### config.mk
export PLATFORM = sky130hd
export DESIGN_NAME = playback_sequencer
export DESIGN_NICKNAME = d
export VERILOG_FILES = /design/src/rtl/playback_sequencer.sv
export SDC_FILE = /design/constraint.sdc
export NUM_CORES = 1
export LEC_CHECK = 0
export CAP_MARGIN = 30
export CELL_PAD_IN_SITES_DETAIL_PLACEMENT = 0
export CELL_PAD_IN_SITES_GLOBAL_PLACEMENT = 1
export CORE_ASPECT_RATIO = 1.25
export CORE_UTILIZATION = 38
export DETAILED_ROUTE_END_ITERATION = 8
export PLACE_DENSITY = 0.84
export SLEW_MARGIN = 20
export SYNTH_ARGS = -nofsm -noshare
export SYNTH_HDL_FRONTEND = slang
export SYNTH_SLANG_ARGS = --single-unit
export TNS_END_PERCENT = 10
### constraint.sdc
create_clock -name clk_i -period 3.35 [get_ports clk_i]
set_clock_uncertainty 0.15 [all_clocks]
set_input_delay 0.335 -clock clk_i [delete_from_list [all_inputs] [get_ports clk_i]]
set_output_delay 0.335 -clock clk_i [all_outputs]
set_load 0.02 [all_outputs]
### src/rtl/playback_sequencer.sv
// Note playback sequencer: walks a track's note ROM, holds each note for its
// encoded beat count and handles pause, next/previous track and stop keys.
module playback_sequencer #(
    parameter int unsigned TRACK_W = 2,
    parameter int unsigned IDX_W   = 6,
    parameter int unsigned NOTE_W  = 6,
    parameter int unsigned DUR_W   = 4
) (
    input  logic                      clk_i,
    input  logic                      rst_ni,
    input  logic                      play_en_i,
    input  logic                      beat_tick_i,
    input  logic                      enter_i,
    input  logic                      arrow_up_i,
    input  logic                      arrow_down_i,
    input  logic                      esc_i,
    output logic [TRACK_W+IDX_W-1:0]  rom_addr_o,
    input  logic [NOTE_W+DUR_W-1:0]   rom_data_i,
    output logic [NOTE_W-1:0]         note_code_o,
    output logic                      note_valid_o,
    output logic                      paused_o,
    output logic [TRACK_W-1:0]        track_o,
    output logic                      track_done_o
);

    typedef enum logic [2:0] {StIdle, StFetch, StLoad, StHold, StPause} state_e;

    localparam logic [TRACK_W-1:0] TrackOne = TRACK_W'(1);
    localparam logic [IDX_W-1:0]   IdxOne   = IDX_W'(1);
    localparam logic [DUR_W-1:0]   BeatOne  = DUR_W'(1);

    state_e              state_q, state_d;
    logic [TRACK_W-1:0]  track_q, track_d;
    logic [IDX_W-1:0]    idx_q, idx_d;
    logic [DUR_W-1:0]    beat_q, beat_d;
    logic [NOTE_W-1:0]   code_q, code_d;
    logic                done_q, done_d;
    logic                end_of_track;

    logic [NOTE_W-1:0]   rom_note;
    logic [DUR_W-1:0]    rom_dur;

    assign rom_note = rom_data_i[NOTE_W+DUR_W-1:DUR_W];
    assign rom_dur  = rom_data_i[DUR_W-1:0];

    // Next-state logic; key priority is stop > up > down > enter > beat_tick.
    always_comb begin
        state_d      = state_q;
        track_d      = track_q;
        idx_d        = idx_q;
        beat_d       = beat_q;
        code_d       = code_q;
        done_d       = 1'b0;
        end_of_track = 1'b0;

        if (!play_en_i || esc_i) begin
            state_d = StIdle;
            code_d  = '0;
        end else begin
            unique case (state_q)
                StIdle: begin
                    idx_d   = '0;
                    state_d = StFetch;
                end
                StFetch: state_d = StLoad;
                StLoad: begin
                    // A zero duration marks the end of the track.
                    if (rom_dur == '0) begin
                        end_of_track = 1'b1;
                    end else begin
                        code_d  = rom_note;
                        beat_d  = rom_dur;
                        state_d = StHold;
                    end
                end
                StHold, StPause: begin
                    if (arrow_up_i) begin
                        track_d = track_q + TrackOne;
                        idx_d   = '0;
                        state_d = StFetch;
                    end else if (arrow_down_i) begin
                        track_d = track_q - TrackOne;
                        idx_d   = '0;
                        state_d = StFetch;
                    end else if (enter_i) begin
                        state_d = (state_q == StHold) ? StPause : StHold;
                    end else if (beat_tick_i && state_q == StHold) begin
                        if (beat_q == BeatOne) begin
                            if (idx_q == '1) begin
                                end_of_track = 1'b1;
                            end else begin
                                idx_d   = idx_q + IdxOne;
                                state_d = StFetch;
                            end
                        end else begin
                            beat_d = beat_q - BeatOne;
                        end
                    end
                end
                default: state_d = StIdle;
            endcase

            if (end_of_track) begin
                done_d  = 1'b1;
                track_d = track_q + TrackOne;
                idx_d   = '0;
                state_d = StFetch;
            end
        end
    end

    // State and datapath registers.
    always_ff @(posedge clk_i or negedge rst_ni) begin
        if (!rst_ni) begin
            state_q <= StIdle;
            track_q <= '0;
            idx_q   <= '0;
            beat_q  <= '0;
            code_q  <= '0;
            done_q  <= 1'b0;
        end else begin
            state_q <= state_d;
            track_q <= track_d;
            idx_q   <= idx_d;
            beat_q  <= beat_d;
            code_q  <= code_d;
            done_q  <= done_d;
        end
    end

    assign rom_addr_o   = {track_q, idx_q};
    assign note_code_o  = code_q;
    assign note_valid_o = (state_q == StHold);
    assign paused_o     = (state_q == StPause);
    assign track_o      = track_q;
    assign track_done_o = done_q;

endmodule

==> impl_metrics.ini, run 1 <==
[status]
status = complete, no violations

[detailed_routing]
drt-initial-drc-count = 34
dr_wl_met2_mm = 1.63
wl_met3_um = 163
wl_met1_mm = 1.42
drt-pass1-iter-count = 4
routedWlPerCell_um = 14.9
wl_mm = 3.28
drc_errors = 0
vias = 1277
drt-vias-per-instance = 5.78
ant_nets = 0
top_layer = met4

[power]
leakagePower_nw = 0.787
power_w = 0.000726
ir_drop_mv = 0.347
power_density_nw_per_um2 = 407

[critical_path]
r2r_slack_ps = 870
crit_arrival_ps = 2540
worstSetupStartpointType = flop
crit_end = idx_q[2]$_DFFE_PN0P_
end_kind = flop
crit_type = reg -> reg
reg2reg_depth = 7
reg2reg_from = beat_q[1]$_DFFE_PN0P_
cp_max_fo = 6
startpoint = beat_q[1]$_DFFE_PN0P_
reg2reg_to = idx_q[2]$_DFFE_PN0P_
required_ps = 3410

[placed_design]
numPortBuffers = 36
gp_routability_congestion = 0.899
place_hpwl_mm = 2.47

[yosys]
synth_edf_count = 0
syn_area_um2 = 1340
avgSynthCellArea_um2 = 8.90
synth_ff_type = dfrtp_1
synth_area_leaders = dfrtp_1 (41%), nor2_1 (6.1%), mux2i_1 (4.5%)
synth_warnings = 0
ys_types = 44
syn_nets = 172
synth_cells = 151
synth_seq_area_share_pct = 41.0
yosys_register_bits = 22
synth.top_cell.area_share_pct = 41.0
synth_top_cell_by_area = dfrtp_1
async_reset_ff_share_pct = 100

[timing]
finalSetupViolations = 0
fmax_mhz = 403
rsz0062_at_grt = false
relSlewSlack_pct = 55.7
drv_slew = 0
tns_ps = 0
period_needed_ps = 2480
hold_ws_ps = 196
final_hold_viol_count = 0
period_share_pct = 74.1
tightest_slew_ps = 657

[clock_tree]
hold_buffers = 0
root_buffer = clkbuf_8
cts-htree-levels = 1
cts.sinks = 22
clk_latency_ps = 270
ctsResizeCount = 0
path_clk_slew_ps = 90
cts_tree = done
cts_buffer_depth = 2
cts_buffers = 3
post_cts_buffers = 0

[grt]
track_usage_pct = 20.1
grt_pass1_vias = 1301
grt_first_pass_wirelength_mm = 5.49
grt_max_degree = 17
antenna_found_initial = 0
grt_overflow_total = 0

[die]
die_h_um = 68.5
die_width_um = 55.2
core_area_um2 = 3280
initial_utilization_pct = 41.0
dieArea_um2 = 3780
ioPinCount = 37
core.rowCount = 23

[final_layout]
layout_commonest_cell = clkdlybuf4s50_1
diodes = 0
area_growth_pct = 32.9
final_layout_size_suffix_gt1_share_pct = 5.43
final_util_pct = 54.4
nets = 206
layout_common_cells = clkdlybuf4s50_1 (36), nor2_1 (22), dfrtp_1 (22)

[flow_run]
drv_cap = 0

[min_path]
hp-class = in -> async
metal layers:
layer	GRT usage, %	vias to the layer above
li1	-	611
met1	25.5	614
met2	32.5	43
met3	3.11	9
met4	9.69	0
met5	0	-
logic make-up (layout without fill, tap and decap cells):
logic type	after synthesis	in the layout	synth area share [%]
AND/OR/NAND/NOR	58	58	22.1
AO/OA/AOI/OAI	45	45	22.3
flip-flops	22	22	41.0
buffers and inverters	15	48	6.05
multiplexers	6	6	4.47
adder cells (fa/ha/maj)	3	3	2.79
XOR/XNOR	2	2	1.30
layout make-up:
class	count	area [um2]
flip-flops and latches	22	551
fillers	326	1500
repair buffers	38	383
multi-input cells	114	712
clock buffers	3	41.3
clock inverters	1	30.0
inverters	6	22.5
well taps	37	46.3
report_power, final:
part | switching [W] | internal [W]
clock network | 0.0000899 | 0.000160
logic | 0.0000797 | 0.0000828
registers | 0.0000249 | 0.000289
total | 0.000195 | 0.000531
how the worst min path moves through the flow:
stage | start | endpoint | cells past startpoint
3_5_place_dp | track_o[1]$_DFFE_PN0P_ | track_o[1]$_DFFE_PN0P_ | 1
4_1_cts | rst_ni | beat_q[2]$_DFFE_PN0P_ | 1
2_1_floorplan | rst_ni | beat_q[0]$_DFFE_PN0P_ | 0
3_3_place_gp | track_o[1]$_DFFE_PN0P_ | track_o[1]$_DFFE_PN0P_ | 1
5_1_grt | rst_ni | beat_q[2]$_DFFE_PN0P_ | 1
6_report | rst_ni | beat_q[2]$_DFFE_PN0P_ | 1
state kept, by name, summed over array words and instances (netlist names):
name / cells
track_done_o: 1
track_o: 2
beat_q: 4
idx_q: 6
state_q: 3
note_code_o: 6
cells in the mapped netlist, drive strengths merged, types with 2 or more instances:
cell type / number
o221ai: 2
nand2: 10
o21ai: 11
nand4b: 2
o211ai: 5
a21oi: 10
ha: 3
or2: 2
xor2: 2
a31oi: 5
clkbuf: 3
mux2i: 6
dfrtp: 22
a22oi: 2
nand2b: 2
nand3: 3
nor3: 3
nor2: 22
and2: 2
inv: 6
nor3b: 4
buf: 6
and3: 2
stage by stage:
stage / cell area (um2) / instances / setup WS [ps]
global placement: 1700 / 216 / 805
CTS: 1790 / 221 / 852
detailed placement: 1710 / 217 / 777
global route: 1790 / 221 / 594
floorplan: 1340 / 151 / 906
finish: 1790 / 221 / 866
critical path, cell delays in order (launching register included):
cell	delay, ps
dfrtp_1	410
inv_1	80
ha_1	130
or3b_2	490
a2111oi_2	480
nor3b_2	450
a31oi_1	140
nand2_1	90
(Power assumes the default switching activity.)
==> run 2, diff against run 1 <==
--- a/config.mk
+++ b/config.mk
@@ -9,9 +9,9 @@
 export CELL_PAD_IN_SITES_DETAIL_PLACEMENT = 0
 export CELL_PAD_IN_SITES_GLOBAL_PLACEMENT = 1
 export CORE_ASPECT_RATIO = 1.25
-export CORE_UTILIZATION = 38
+export CORE_UTILIZATION = 35
 export DETAILED_ROUTE_END_ITERATION = 8
-export PLACE_DENSITY = 0.84
+export PLACE_DENSITY = 0.78
 export SLEW_MARGIN = 20
 export SYNTH_ARGS = -nofsm -noshare
 export SYNTH_HDL_FRONTEND = slang
==> constraint.sdc (replaced) <==
create_clock -name clk_i -period 2.45 [get_ports clk_i]
set_clock_uncertainty 0.15 [all_clocks]
set_input_delay 0.245 -clock clk_i [delete_from_list [all_inputs] [get_ports clk_i]]
set_output_delay 0.245 -clock clk_i [all_outputs]
set_load 0.02 [all_outputs]
==> run 2 against run 1 <==
Cell count rose by 4.5%. Total power is 38% higher. Largest power group unchanged. Critical path depth is 5 lower. Wire length increased by 3.0%. Largest cell class unchanged. Via count increased by 4.0%. Core utilization shrank 2.7 points. Setup slack got worse by 780 ps. The flow now finishes with violations (DRC).
==> impl_metrics.ini, run 2 (synthesis gave the netlist of run 1 again) <==
[clock_tree]
post_cts_buffers = 0
cts_buffers = 3
ctsResizeCount = 0
cts-htree-levels = 1
root_buffer = clkbuf_8
cts.sinks = 22
cts_tree = done
path_clk_slew_ps = 90
clk_latency_ps = 270
cts_buffer_depth = 2
hold_buffers = 0

[flow_run]
drv_cap = 0

[power]
p_switching_w = 0.000272
combPwrFrac_pct = 23.0
leakagePower_nw = 0.840
p_int_w = 0.000730
p_sw_share_pct = 27.1
power_density_nw_per_um2 = 542
ir_drop_mv = 0.433
pwr-share-seq_pct = 42.8
clkPwrFrac_pct = 34.3

[critical_path]
reg2reg_depth = 7
crit_type = reg -> out
cp_cell_sequence = nor3b_1, clkdlybuf4s50_1
slowest_stage = clkdlybuf4s50_1
end_kind = output port
crit_arrival_ps = 1970
r2r_slack_ps = 140
worstSetupStartpointType = flop
critPathMaxStageDelay_ps = 710
cp_max_fo = 10
required_ps = 2060

[grt]
use_met3_pct = 2.89
grtUsageMet1_pct = 23.3
grt_first_pass_wirelength_mm = 5.83
grt_max_degree = 23
antenna_found_initial = 0
track_usage_pct = 18.1
grt_pass1_vias = 1328
busiest_layer = met2
use_met2_pct = 29.8
grt_overflow_total = 0

[die]
core_area_um2 = 3570
core.rowCount = 24
initial_utilization_pct = 37.6
dieArea_um2 = 4090
die_h_um = 71.3
ioPinCount = 37
die_width_um = 57.4

[detailed_routing]
drt-pass1-iter-count = 6
drt-vias-per-instance = 5.75
drt-initial-drc-count = 61
wl_mm = 3.38
ant_nets = 0
drc_errors = 4
vias = 1328
routedWlPerCell_um = 14.6

[placed_design]
place_hpwl_mm = 2.51
dpl_cell_area_um2 = 1770
gp_routability_congestion = 0.896
numPortBuffers = 36

[final_layout]
diodes = 0
area_growth_pct = 37.4
final_cell_area_um2 = 1850
nets = 214
fillCellCount = 339
final_layout_size_suffix_gt1_share_pct = 9.38
layout_commonest_cell = clkdlybuf4s50_1
final_util_pct = 51.7
layout_common_cells = clkdlybuf4s50_1 (36), nor2_1 (22), dfrtp_1 (22)

[min_path]
hp-class = in -> async

[timing]
fmax_mhz = 422
relSlewSlack_pct = 64.2
period_share_pct = 96.6
hold_ws_ps = 179
drv_slew = 0
finalSetupViolations = 0
final_hold_viol_count = 0
rsz0062_at_grt = false
tns_ps = 0
tightest_slew_ps = 536
period_needed_ps = 2370

[status]
status = complete, but fails checks
violations = DRC
[run 2: cell count changes in the layout (fill, tap and decap cells not counted)]
cell,previous run,this run
nor3b_4,0,1
buf_8,1,0
nor3b_2,1,0
buf_4,1,10
[run 2: power by group through the flow]
stage	logic [W]	registers, W	clock network (W)
4_1_cts	0.000229	0.000428	0.000352
3_3_place_gp	0.000224	0.000435	0
6_report	0.000230	0.000428	0.000343
5_1_grt	0.000251	0.000433	0.000369
3_5_place_dp	0.000228	0.000436	0
2_1_floorplan	0.000117	0.000444	0
[run 2: area by class of cell]
class,count,area (um2),area share [%]
Multi-Input combinational cell,114,718,38.9
Clock inverter,1,30.0,1.63
Clock buffer,3,41.3,2.24
Sequential cell,22,551,29.8
Timing Repair Buffer,46,435,23.6
Tap cell,39,48.8,2.64
Inverter,6,22.5,1.22
[run 2: per-layer routing]
layer | wire [um] | vias to the layer above
li1 | - | 634
met1 | 1520 | 642
met2 | 1660 | 45
met3 | 148 | 7
met4 | 57 | 0
met5 | 0 | -
[run 2: worst max-delay path, delay by kind of cell, from the launching register on]
family	cells	cell delay, ps
flip-flops	1	480
AND/OR/NAND/NOR	1	510
buffers and inverters	1	710
[run 2: path summary, 6_finish.rpt]
| path | from | to |
|---|---|---|
| max | state_q[1]$_DFFE_PN0P_ | paused_o |
| min | rst_ni | beat_q[3]$_DFFE_PN0P_ |
| max reg2reg | beat_q[1]$_DFFE_PN0P_ | state_q[1]$_DFFE_PN0P_ |
| min reg2reg | track_o[1]$_DFFE_PN0P_ | track_o[1]$_DFFE_PN0P_ |
| max in group asynchronous | rst_ni | note_code_o[2]$_DFFE_PN0P_ |
| min in group clk_i | track_o[1]$_DFFE_PN0P_ | track_o[1]$_DFFE_PN0P_ |
[run 2: per-stage QoR]
stage | setup WS [ps] | total power [W] | instances
floorplan | 5.60 | 0.000561 | 151
global placement | 180 | 0.000659 | 227
detailed placement | 159 | 0.000664 | 227
CTS | 76.4 | 0.00101 | 231
global route | 1.90 | 0.00105 | 231
finish | 82.6 | 0.00100 | 231
